--- config.mk ---
export PLATFORM = sky130hd
export DESIGN_NAME = mem_port_arbiter
export DESIGN_NICKNAME = d
export VERILOG_FILES = /design/src/rtl/mem_port_arbiter.sv
export SDC_FILE = /design/constraint.sdc
export NUM_CORES = 1
export LEC_CHECK = 0
export ABC_AREA = 1
export CORE_UTILIZATION = 24
export DETAILED_ROUTE_END_ITERATION = 6
export MAX_ROUTING_LAYER = met4
export PLACE_DENSITY = 0.81
export SYNTH_ARGS = -nofsm -noshare
export SYNTH_HDL_FRONTEND = slang
export SYNTH_SLANG_ARGS = --single-unit
--- constraint.sdc ---
create_clock -name clk -period 1.4 [get_ports clk]
set_input_delay 0.28 -clock clk [delete_from_list [all_inputs] [get_ports clk]]
set_output_delay 0.28 -clock clk [all_outputs]
set_load 0.01 [all_outputs]
--- src/rtl/mem_port_arbiter.sv ---
// Two-master arbiter for the CPU's single-port program/data memory: the CPU has
// fixed priority, the debug port has a starvation guard and a lock mode for bursts.
module mem_port_arbiter #(
  parameter int AW       = 12,
  parameter int DW       = 16,
  parameter int MAX_WAIT = 3
) (
  input  logic          clk,
  input  logic          rst,
  input  logic          cpu_memrq,
  input  logic          cpu_rnw,
  input  logic [AW-1:0] cpu_addr,
  input  logic [DW-1:0] cpu_wdata,
  output logic          cpu_wait,
  output logic          cpu_rvalid,
  output logic [DW-1:0] cpu_rdata,
  input  logic          dbg_req,
  input  logic          dbg_rnw,
  input  logic [AW-1:0] dbg_addr,
  input  logic [DW-1:0] dbg_wdata,
  input  logic          dbg_lock,
  output logic          dbg_gnt,
  output logic          dbg_rvalid,
  output logic [DW-1:0] dbg_rdata,
  output logic          mem_en,
  output logic          mem_we,
  output logic [AW-1:0] mem_addr,
  output logic [DW-1:0] mem_wdata,
  input  logic [DW-1:0] mem_rdata
);

  typedef enum logic {ARB, LOCK} state_t;

  localparam logic [3:0] MAX_WAIT_C = 4'(MAX_WAIT);

  state_t     state, state_next;
  logic [3:0] starve_cnt;
  logic       cpu_grant, dbg_grant;
  logic       locked;

  // A lock only holds while dbg_lock stays high; a LOCK cycle with dbg_lock=0
  // is arbitrated exactly like ARB.
  assign locked = (state == LOCK) && dbg_lock;

  // NOTE: every always_comb output gets a default first so no path leaves it
  // unassigned, which would otherwise infer a latch.
  always_comb begin
    cpu_grant = 1'b0;
    dbg_grant = 1'b0;
    if (!rst) begin
      if (locked) begin
        dbg_grant = dbg_req;
      end else if (cpu_memrq && dbg_req) begin
        if (starve_cnt == MAX_WAIT_C) dbg_grant = 1'b1;
        else                          cpu_grant = 1'b1;
      end else begin
        cpu_grant = cpu_memrq;
        dbg_grant = dbg_req;
      end
    end
  end

  always_comb begin
    state_next = ARB;
    if ((dbg_grant && dbg_lock) || locked) state_next = LOCK;
  end

  always_comb begin
    mem_en    = 1'b0;
    mem_we    = 1'b0;
    mem_addr  = '0;
    mem_wdata = '0;
    if (cpu_grant) begin
      mem_en    = 1'b1;
      mem_we    = ~cpu_rnw;
      mem_addr  = cpu_addr;
      mem_wdata = cpu_wdata;
    end else if (dbg_grant) begin
      mem_en    = 1'b1;
      mem_we    = ~dbg_rnw;
      mem_addr  = dbg_addr;
      mem_wdata = dbg_wdata;
    end
  end

  // NOTE: registered state uses non-blocking assignments so every flop samples
  // the pre-edge values regardless of statement order.
  always_ff @(posedge clk) begin
    if (rst) begin
      state      <= ARB;
      starve_cnt <= '0;
      cpu_rvalid <= 1'b0;
      dbg_rvalid <= 1'b0;
    end else begin
      state      <= state_next;
      cpu_rvalid <= cpu_grant & cpu_rnw;
      dbg_rvalid <= dbg_grant & dbg_rnw;
      if (!dbg_req || dbg_grant)      starve_cnt <= '0;
      else if (starve_cnt != MAX_WAIT_C) starve_cnt <= starve_cnt + 4'd1;
    end
  end

  assign cpu_wait  = cpu_memrq & ~cpu_grant;
  assign dbg_gnt   = dbg_grant;
  assign cpu_rdata = mem_rdata;
  assign dbg_rdata = mem_rdata;

endmodule

======== Word level (Yosys, flattened, before mapping) ========
Cells that the tools add are included.
storage, ports and cells
  memories kept ........................... 0
  ROM bits ................................ 0
  bits of input ports ..................... 79
  memory bits (writable) .................. 0
  latch bits .............................. 0
  bits in registers ....................... 7
operators by class
  shift operators ......................... 0
  eq/ne operators ......................... 2
  reductions and logical operators ........ 7
  multiplexer cells ....................... 17
  $add $sub $neg .......................... 1
  div/mod/pow operators ................... 0
  magnitude comparators ................... 0
  $mul .................................... 0
  bitwise logic cells ..................... 6
operators with widths
  operator             count
  $mux 16              2
  $mux 12              2
  $mux 1               13
  $add 4x1->4 const B  1
  $eq 4x2->1 const B   1
  $ne 4x2->1 const B   1
  $and 1x1->1          3
  $logic_and 1x1->1    3
  $not 1->1            3
  $logic_or 1x1->1     2
  $reduce_or 2->1      1
  $logic_not 1->1      1

======== Depth between registers and ports, before layout ========
Gate-level depths: netlist of the first run.
  word-level depth ........................ 8
  depth in mapped cells ................... 7

======== Worst setup path before layout of the first run ========
Ideal clock, no wire load.
  kind .................................... register -> output
  from .................................... register starve_cnt[0]
  to ...................................... output mem_en
  cell stages (with the launch flop) ...... 8
  buffers on the path ..................... 1
  arrival time ............................ 1100 ps
  setup slack ............................. 20 ps
  cells stage by stage .................... dfxtp_1 > ha_1 > inv_1 > nor2_2 > nand3_1 > buf_2 > nand2_1 > nand2_1
on the way
  longest elaborated chain between the ends .. 7
  elaborated cells on any way between the ends .. 11
  those cells by class .................... eq/ne: 1; mux: 10
ends and longest elaborated chain
  item                    line  text
  from (decl)             37    logic [3:0] starve_cnt;
  from (signal assigned)  99    else if (starve_cnt != MAX_WAIT_C) starve_cnt <= starve_cnt + 4'd1;
  $eq 4x2->1 (*)          54    if (starve_cnt == MAX_WAIT_C) dbg_grant = 1'b1;
  $mux 1                  54
  $mux 1                  53    end else if (cpu_memrq && dbg_req) begin
  $mux 1                  51    if (locked) begin
  $mux 1                  50    if (!rst) begin
  $mux 1                  78    end else if (dbg_grant) begin
  $mux 1 (*)              73    if (cpu_grant) begin
  to (decl)               25    output logic mem_en,
Mark *: on every way between the ends. The rest lies on a longest branch, timed or not.

======== Worst setup path after layout of the first run ========
  from .................................... register starve_cnt[1]
  to ...................................... output mem_addr[6]
on the way
  longest elaborated chain between the ends .. 7
  elaborated cells on any way between the ends .. 11
  those cells by class .................... eq/ne: 1; mux: 10
ends and longest elaborated chain
  item            line  text
  $eq 4x2->1 (*)  54
  $mux 1          54
  $mux 1          53
  $mux 1          51
  $mux 1          50
  $mux 12         78
  $mux 12 (*)     73
  to (decl)       27    output logic [AW-1:0] mem_addr,
Marked as above.

==> results_tabular.tex, run 1 <==
\begin{tabular}{lr}
\hline
Metric & Value \\
\hline
\multicolumn{2}{l}{\textbf{Run status}} \\
\quad Outcome & finished with violations \\
\quad Violations in the final reports & negative setup slack \\
\multicolumn{2}{l}{\textbf{Synthesis}} \\
\quad Post-synthesis net count & 260 \\
\quad Number of synthesis warnings & 0 \\
\quad Unique masters post-synth & 13 \\
\quad Sequential fraction of the synthesis area & 0.135 \\
\quad Mapped Avg Cell Area & around 5.8 µm² \\
\quad Gate Count Post-Synth & between 150 and 200 \\
\quad Post-synthesis instance area & 1040 µm² \\
\quad Synthesis-stage register bit count & 7 \\
\multicolumn{2}{l}{\textbf{Timing}} \\
\quad Worst clock skew & approximately 0.0013 ns \\
\quad Transition time at the pin with the least slew margin & 0.197 ns \\
\quad Setup repair after global routing missed its margin & true \\
\quad Setup TNS & -11.35 ns \\
\quad Final worst path period share & 1.27 \\
\quad Normalized max-slew margin & 0.868 \\
\quad Setup ws final & -0.382 ns \\
\quad FMAX & between 500 and 600 MHz \\
\quad Fin. Hold Viols & 0 \\
\quad Number of setup violations in the final report & 32 \\
\quad Number of max-slew violations in the final report & 0 \\
\quad Hold slack final & 0.417 ns \\
\quad Post-layout min period & 1.78 ns \\
\multicolumn{2}{l}{\textbf{Clock network}} \\
\quad CTS buffer count & 3 \\
\quad Clock tree from TritonCTS & yes \\
\quad Clock insertion delay at the later pin of the skew report & around 0.22 ns \\
\quad Total number of clock tree sinks & 7 \\
\quad Number of buffers on the longest clock path & 2 \\
\quad Clock slew at reported path FFs & roughly 0.04 ns \\
\quad Root buffer cell & sky130\_fd\_sc\_hd\_\_clkbuf\_8 \\
\quad CTS HTree Levels & 1 \\
\multicolumn{2}{l}{\textbf{Worst setup path}} \\
\quad FF-to-FF End & cpu\_rvalid \\
\quad R2R Path Start & starve\_cnt[1] \\
\quad Worst reg2reg setup slack & 0.09 ns \\
\quad Arrival time at the worst endpoint & around 1.5 ns \\
\quad Crit path kind & reg -> out \\
\quad Critical path capture point type & output pin \\
\quad Worst EP required & between 1 and 1.5 ns \\
\quad Crit start category & flip-flop \\
\quad Maximum fanout count along the critical path & 7 \\
\quad Worst Reg-to-Reg Cells & 8 \\
\multicolumn{2}{l}{\textbf{Route}} \\
\quad Number of remaining DRC errors & 0 \\
\quad Remaining antenna violation count after routing & 0 \\
\quad Detailed-routing iteration count for the pre-antenna-repair pass & 4 \\
\quad Total vias in the final route & 1526 \\
\quad Routed length per placed instance & $\sim$14 µm \\
\quad Via density per instance & 4.61 \\
\quad Wire length after detailed routing & roughly 4600 µm \\
\quad DRC violation total after the first TritonRoute iteration & 31 \\
\multicolumn{2}{l}{\textbf{GRT}} \\
\quad Wire length of the first global-routing pass & between 6000 and 7000 µm \\
\quad Global-route usage over all layers & 0.184 \\
\quad Initial antenna violation count & 0 \\
\quad Number of global-route vias before repair & about 1400 \\
\quad Remaining global-route overflow & 0 \\
\quad Maximum number of pins on one net before global-route repair & 21 \\
\multicolumn{2}{l}{\textbf{Final layout}} \\
\quad Fraction of layout instances using a drive strength above 1 & 0.438 \\
\quad Post-layout instance area & roughly 2300 µm² \\
\quad ANT cells & 0 \\
\quad Nets@finish & 362 \\
\quad Area growth from synthesis to layout & 126\% \\
\multicolumn{2}{l}{\textbf{Hold path}} \\
\quad End point of the worst hold path & state \\
\quad Start point of the worst hold path & dbg\_lock \\
\quad Kind of path behind the tightest hold check & in -> reg \\
\quad Worst Hold Depth & 3 \\
\multicolumn{2}{l}{\textbf{Floorplan}} \\
\quad Boundary pin count & 145 \\
\quad Die Outline Area & approximately 4600 µm² \\
\quad Num rows & 23 \\
\quad Core Region & just over 4000 µm² \\
\quad Die outline height & 67.7 µm \\
\quad Die outline width & 67.7 µm \\
\quad Starting density of the core & 0.254 \\
\multicolumn{2}{l}{\textbf{Pwr}} \\
\quad Design Power & roughly 1000 µW \\
\quad Leakage & between 0.001 and 0.0015 µW \\
\quad Max VDD drop & 410 µV \\
\quad Power density over the cells & about 440 nW/µm² \\
\multicolumn{2}{l}{\textbf{Job}} \\
\quad Max-capacitance violation count & 0 \\
\multicolumn{2}{l}{\textbf{Placement}} \\
\quad Post-Place Setup Slack & -0.862 ns \\
\quad Port-buffer cells & 96 \\
\quad Routability Congestion & about 0.77 \\
\quad Post-DP HPWL & $\sim$2700 µm \\
\quad Placed cell area & 1940 µm² \\
\hline
\end{tabular}
[power by group]
group / leakage (µW) / switching (µW) / total, µW / internal, µW
combinational: 0.00106 / 221 / 552 / 331
clock: 0.0000228 / 77.2 / 273 / 196
sequential: 0.0000579 / 1.82 / 207 / 205
[worst max path at each step]
stage | from | to | slack, ns | cells past startpoint
4_1_cts | starve_cnt[0] | mem_we | -0.41 | 9
5_1_grt | starve_cnt[1] | mem_wdata[9] | -0.46 | 8
3_5_place_dp | cpu_memrq | mem_addr[3] | -0.86 | 7
3_3_place_gp | cpu_memrq | mem_addr[0] | -0.82 | 7
6_report | starve_cnt[1] | mem_addr[6] | -0.38 | 8
2_1_floorplan | starve_cnt[0] | mem_en | 0.02 | 7
[repair_timing]
item / 4_1_cts / 5_1_grt
pin swaps: 16 / 17
gates cloned: 6 / 1
endpoints found under the setup margin: 34 / 32
setup buffers: 16 / 2
gates resized for setup: 180 / 25
hold buffers: 0 / 0
[registers in the layout, indices dropped and copies added (netlist names)]
register and flops:
dbg_rvalid 1, state 1, starve_cnt 4, cpu_rvalid 1
[worst max-delay path, stage by stage, from the launching register on]
cell	delay, ns
sky130_fd_sc_hd__dfxtp_2	0.34
sky130_fd_sc_hd__ha_4	0.16
sky130_fd_sc_hd__inv_4	0.04
sky130_fd_sc_hd__nor2_4	0.12
sky130_fd_sc_hd__nand3_4	0.16
sky130_fd_sc_hd__clkbuf_16	0.21
sky130_fd_sc_hd__nand3_1	0.06
sky130_fd_sc_hd__nand2_1	0.05
sky130_fd_sc_hd__buf_2	0.13
[routing by layer]
layer  track usage  share of wire  up-vias  wire (µm)
met5             -              0        -          0
met4        0.0479         0.0074        0         34
met3        0.0304          0.085        8        388
met2         0.370           0.57       67       2610
met1         0.176           0.34      692       1530
li1              -              -      759          -
[cell usage after synthesis]
| cell type | count | share of area |
|---|---|---|
| sky130_fd_sc_hd__dfxtp_1 | 7 | 0.14 |
| sky130_fd_sc_hd__nand2_1 | 40 | 0.14 |
| sky130_fd_sc_hd__nor2_1 | 9 | 0.033 |
| sky130_fd_sc_hd__ha_1 | 1 | 0.012 |
| sky130_fd_sc_hd__buf_2 | 9 | 0.043 |
| sky130_fd_sc_hd__inv_2 | 1 | 0.0036 |
| sky130_fd_sc_hd__nor2_2 | 2 | 0.012 |
| sky130_fd_sc_hd__xor2_1 | 1 | 0.0085 |
| sky130_fd_sc_hd__nand3_1 | 64 | 0.31 |
| sky130_fd_sc_hd__a21boi_0 | 1 | 0.0072 |
| sky130_fd_sc_hd__inv_1 | 9 | 0.033 |
| sky130_fd_sc_hd__buf_4 | 35 | 0.25 |
| sky130_fd_sc_hd__a21oi_1 | 1 | 0.0048 |
[cell type report]
cell class | count | area, µm²
fillers | 401 | 1750
repair buffers | 141 | 1270
multi-input cells | 119 | 781
flip-flops and latches | 7 | 143
well taps | 50 | 62.6
clock buffers | 4 | 45.0
inverters | 10 | 40.0
[cell families (layout without fill, tap and decap cells)]
group,count (synthesis),in the layout,share of synthesized area
xor+xnor,1,1,0.00846
fa+ha+maj,1,1,0.0121
buf+inv,54,155,0.333
simple gates,115,115,0.499
flops,7,7,0.135
compound gates,2,2,0.0121
[layout by cell type, fill, tap and decap left out, drive strengths merged]
cell type      Yosys  routed
nand2             40      40
dlygate4sd2        0       3
clkdlybuf4s50      0      60
nor2              11      11
clkdlybuf4s15      0       2
buf               44      75
a21oi              1       1
inv               10      10
ha                 1       1
nand3             64      64
dfxtp              7       7
a21boi             1       1
clkbuf             0       5
xor2               1       1
[through the flow]
stage / cells / util
after floorplan: 180 / -
after global placement: 303 / 0.474
after detailed placement: 303 / 0.474
after CTS: 329 / 0.547
after global routing: 331 / 0.573
final: 331 / 0.573
Note: power is estimated with default switching activity, not from simulation.
==> run 2: changes to the inputs <==
Settings changed: CORE_ASPECT_RATIO from default to 0.8, REMOVE_ABC_BUFFERS from default to 1.
==> results_tabular.tex, run 2 (same netlist as run 1, synthesis figures left out) <==
\begin{tabular}{lr}
\hline
Metric & Value \\
\hline
\multicolumn{2}{l}{\textbf{Timing}} \\
\quad Fin. Hold Viols & 0 (unchanged) \\
\quad Number of max-slew violations in the final report & 0 (unchanged) \\
\quad Number of setup violations in the final report & 33 (+3.1\%) \\
\quad Post-layout min period & 1.78 ns (-0.00453 ns) \\
\quad Normalized max-slew margin & 0.887 (+0.0182) \\
\quad Worst clock skew & 0.00389 ns (+0.00263 ns) \\
\quad Transition time at the pin with the least slew margin & 0.170 ns (-0.0273 ns) \\
\quad Setup ws final & -0.377 ns (+0.00453 ns) \\
\quad Setup TNS & -11.44 ns (-0.0857 ns) \\
\quad FMAX & 563 MHz (+0.25\%) \\
\quad Final worst path period share & 1.27 (-0.00323) \\
\quad Setup repair after global routing missed its margin & true \\
\multicolumn{2}{l}{\textbf{Pwr}} \\
\quad Clock power share & 0.267 (+0.002) \\
\quad Leakage & 0.00117 µW (+2.3\%) \\
\quad Fraction of power consumed by sequential logic & 0.189 (-0.012) \\
\quad NetSw & 329 µW (+9.5\%) \\
\quad Internal Power & 766 µW (+4.6\%) \\
\quad Power density over the cells & 451 nW/µm² (+2.1\%) \\
\quad Share of power burned in combinational logic & 0.544 (+0.009) \\
\quad Max VDD drop & 230 µV (-44\%) \\
\quad Sw Share & 0.300 (+0.00964) \\
\multicolumn{2}{l}{\textbf{Worst setup path}} \\
\quad Critical Path Most Common Cell & sky130\_fd\_sc\_hd\_\_nand3\_2 \\
\quad Critical path capture point type & output pin \\
\quad Worst EP required & 1.12 ns (about the same) \\
\quad Crit path kind & reg -> out \\
\quad Maximum fanout count along the critical path & 8 (+1) \\
\quad Critical path, cell by cell & ha\_4 > inv\_2 > nor2\_4 > nand3\_2 > buf\_6 > buf\_16 > nand3\_2 > nand2\_1 > buf\_2 \\
\quad Critical Path Slowest Stage Cell & sky130\_fd\_sc\_hd\_\_dfxtp\_2 \\
\quad Arrival time at the worst endpoint & 1.50 ns (about the same) \\
\quad Crit-path max cell delay & 0.35 ns (about the same) \\
\quad Crit start category & flip-flop \\
\multicolumn{2}{l}{\textbf{Run status}} \\
\quad Outcome & finished with violations \\
\quad Violations in the final reports & negative setup slack \\
\multicolumn{2}{l}{\textbf{Clock network}} \\
\quad Clock slew at reported path FFs & 0.04 ns (about the same) \\
\quad Hold buffer count at CTS & 0 (unchanged) \\
\quad Total number of clock tree sinks & 7 (unchanged) \\
\quad Clock insertion delay at the later pin of the skew report & 0.23 ns (about the same) \\
\quad Root buffer cell & sky130\_fd\_sc\_hd\_\_clkbuf\_8 \\
\quad CTS HTree Levels & 1 (unchanged) \\
\quad Number of buffers on the longest clock path & 2 (unchanged) \\
\quad CTS buffer count & 3 (unchanged) \\
\quad Clock tree from TritonCTS & yes \\
\multicolumn{2}{l}{\textbf{Final layout}} \\
\quad Fraction of layout instances using a drive strength above 1 & 0.438 (unchanged) \\
\quad Top library cells by usage in the layout, fill and taps aside & sky130\_fd\_sc\_hd\_\_clkdlybuf4s50\_1 (60), sky130\_fd\_sc\_hd\_\_nand3\_1 (40), sky130\_fd\_sc\_hd\_\_nand2\_1 (33) \\
\quad Area of the multi-input gates & 738 µm² (-5.4\%) \\
\quad Most frequent standard cell in the layout excluding fill and tap cells & sky130\_fd\_sc\_hd\_\_clkdlybuf4s50\_1 \\
\quad Post-layout instance area & 2430 µm² (+3.9\%) \\
\quad Area growth from synthesis to layout & 135\% \\
\quad Number of flip-flops under the largest register name & 4 (unchanged) \\
\quad Area used by sequential logic in the layout & 144 µm² (+0.88\%) \\
\quad Largest reg by FF count & starve\_cnt \\
\quad Number of fillers in the final layout & 382 (-4.7\%) \\
\quad Nets@finish & 362 (unchanged) \\
\quad ANT cells & 0 (unchanged) \\
\multicolumn{2}{l}{\textbf{Floorplan}} \\
\quad Starting density of the core & 0.262 (+0.00850) \\
\quad Boundary pin count & 145 (unchanged) \\
\quad Core Region & 3950 µm² (-3.2\%) \\
\quad Num rows & 20 (-13\%) \\
\quad Die outline width & 75.5 µm (+11\%) \\
\quad Die outline height & 60.8 µm (-10\%) \\
\quad Die Outline Area & 4590 µm² (about the same) \\
\multicolumn{2}{l}{\textbf{Placement}} \\
\quad Port-buffer cells & 96 (unchanged) \\
\quad Routability Congestion & 0.818 (+7.0\%) \\
\quad Post-DP HPWL & 3450 µm (+28\%) \\
\quad Placed cell area & 1940 µm² (+0.19\%) \\
\multicolumn{2}{l}{\textbf{Route}} \\
\quad Detailed-routing iteration count for the pre-antenna-repair pass & 4 (unchanged) \\
\quad Routed length per placed instance & 16.4 µm (+19\%) \\
\quad Via density per instance & 4.72 (+2.4\%) \\
\quad Total vias in the final route & 1586 (+3.9\%) \\
\quad Wire length after detailed routing & 5500 µm (+20\%) \\
\quad Number of remaining DRC errors & 0 (unchanged) \\
\quad Remaining antenna violation count after routing & 0 (unchanged) \\
\quad DRC violation total after the first TritonRoute iteration & 63 (+100\%) \\
\multicolumn{2}{l}{\textbf{GRT}} \\
\quad Initial antenna violation count & 0 (unchanged) \\
\quad Global-route usage over all layers & 0.255 (+0.0714) \\
\quad Remaining global-route overflow & 0 (unchanged) \\
\quad Number of global-route vias before repair & 1535 (+11\%) \\
\quad Wire length of the first global-routing pass & 8110 µm (+32\%) \\
\quad Maximum number of pins on one net before global-route repair & 13 (-38\%) \\
\multicolumn{2}{l}{\textbf{Job}} \\
\quad Max-capacitance violation count & 0 (unchanged) \\
\multicolumn{2}{l}{\textbf{Hold path}} \\
\quad Kind of path behind the tightest hold check & in -> reg \\
\hline
\end{tabular}
[run 2: path summary, 6_finish.rpt]
kind,depth (start not counted),from,slack (ns),endpoint
worst min register to register,2,starve_cnt[0],0.54,starve_cnt[0]
worst max-delay path,9,starve_cnt[0],-0.38,mem_wdata[8]
worst max register to register,10,starve_cnt[0],-0.02,cpu_rvalid
worst min-delay path,3,dbg_lock,0.42,state
[run 2: metal layers]
metal | track usage | vias up | part of all wire
met2 | 0.371 | 102 | 0.45
met4 | 0.0714 | 0 | 0.010
met1 | 0.304 | 719 | 0.42
met3 | 0.138 | 5 | 0.13
li1 | - | 760 | -
met5 | - | - | 0
[run 2: stage by stage]
stage	util	instances	setup slack [ns]	total power (µW)	hold slack, ns
global route	0.615	336	-0.448	1160	0.428
CTS	0.599	333	-0.359	1080	0.425
finish	0.615	336	-0.377	1100	0.424
floorplan	-	136	-0.605	350	0.411
detailed placement	0.491	306	-0.823	711	0.521
global placement	0.491	306	-0.782	706	0.510
[run 2: critical path: cells and delay by family (launching register included)]
kind	cells	cell delay, ns
simple gates	4	0.27
fa+ha+maj	1	0.15
buf+inv	4	0.48
flops	1	0.35
[run 2: what timing repair did]
| action | 4_1_cts | 5_1_grt |
|---|---|---|
| setup endpoints to repair | 34 | 33 |
| gates cloned | 6 | 0 |
| gates resized for setup | 184 | 10 |
| buffers inserted | 17 | 3 |
| pin swaps | 20 | 6 |
[run 2: final cells by class]
cell class	count	area share
Timing Repair Buffer	141	0.574
Multi-Input combinational cell	119	0.304
Sequential cell	7	0.0592
Tap cell	55	0.0283
Clock buffer	3	0.0170
Inverter	10	0.0154
Clock inverter	1	0.00206
[run 2: power groups by stage]
stage / combinational (µW) / clock, µW / sequential (µW)
6_report: 596 / 293 / 207
5_1_grt: 639 / 314 / 207
4_1_cts: 578 / 293 / 207
3_5_place_dp: 501 / 0 / 210
3_3_place_gp: 496 / 0 / 210
2_1_floorplan: 139 / 0 / 211
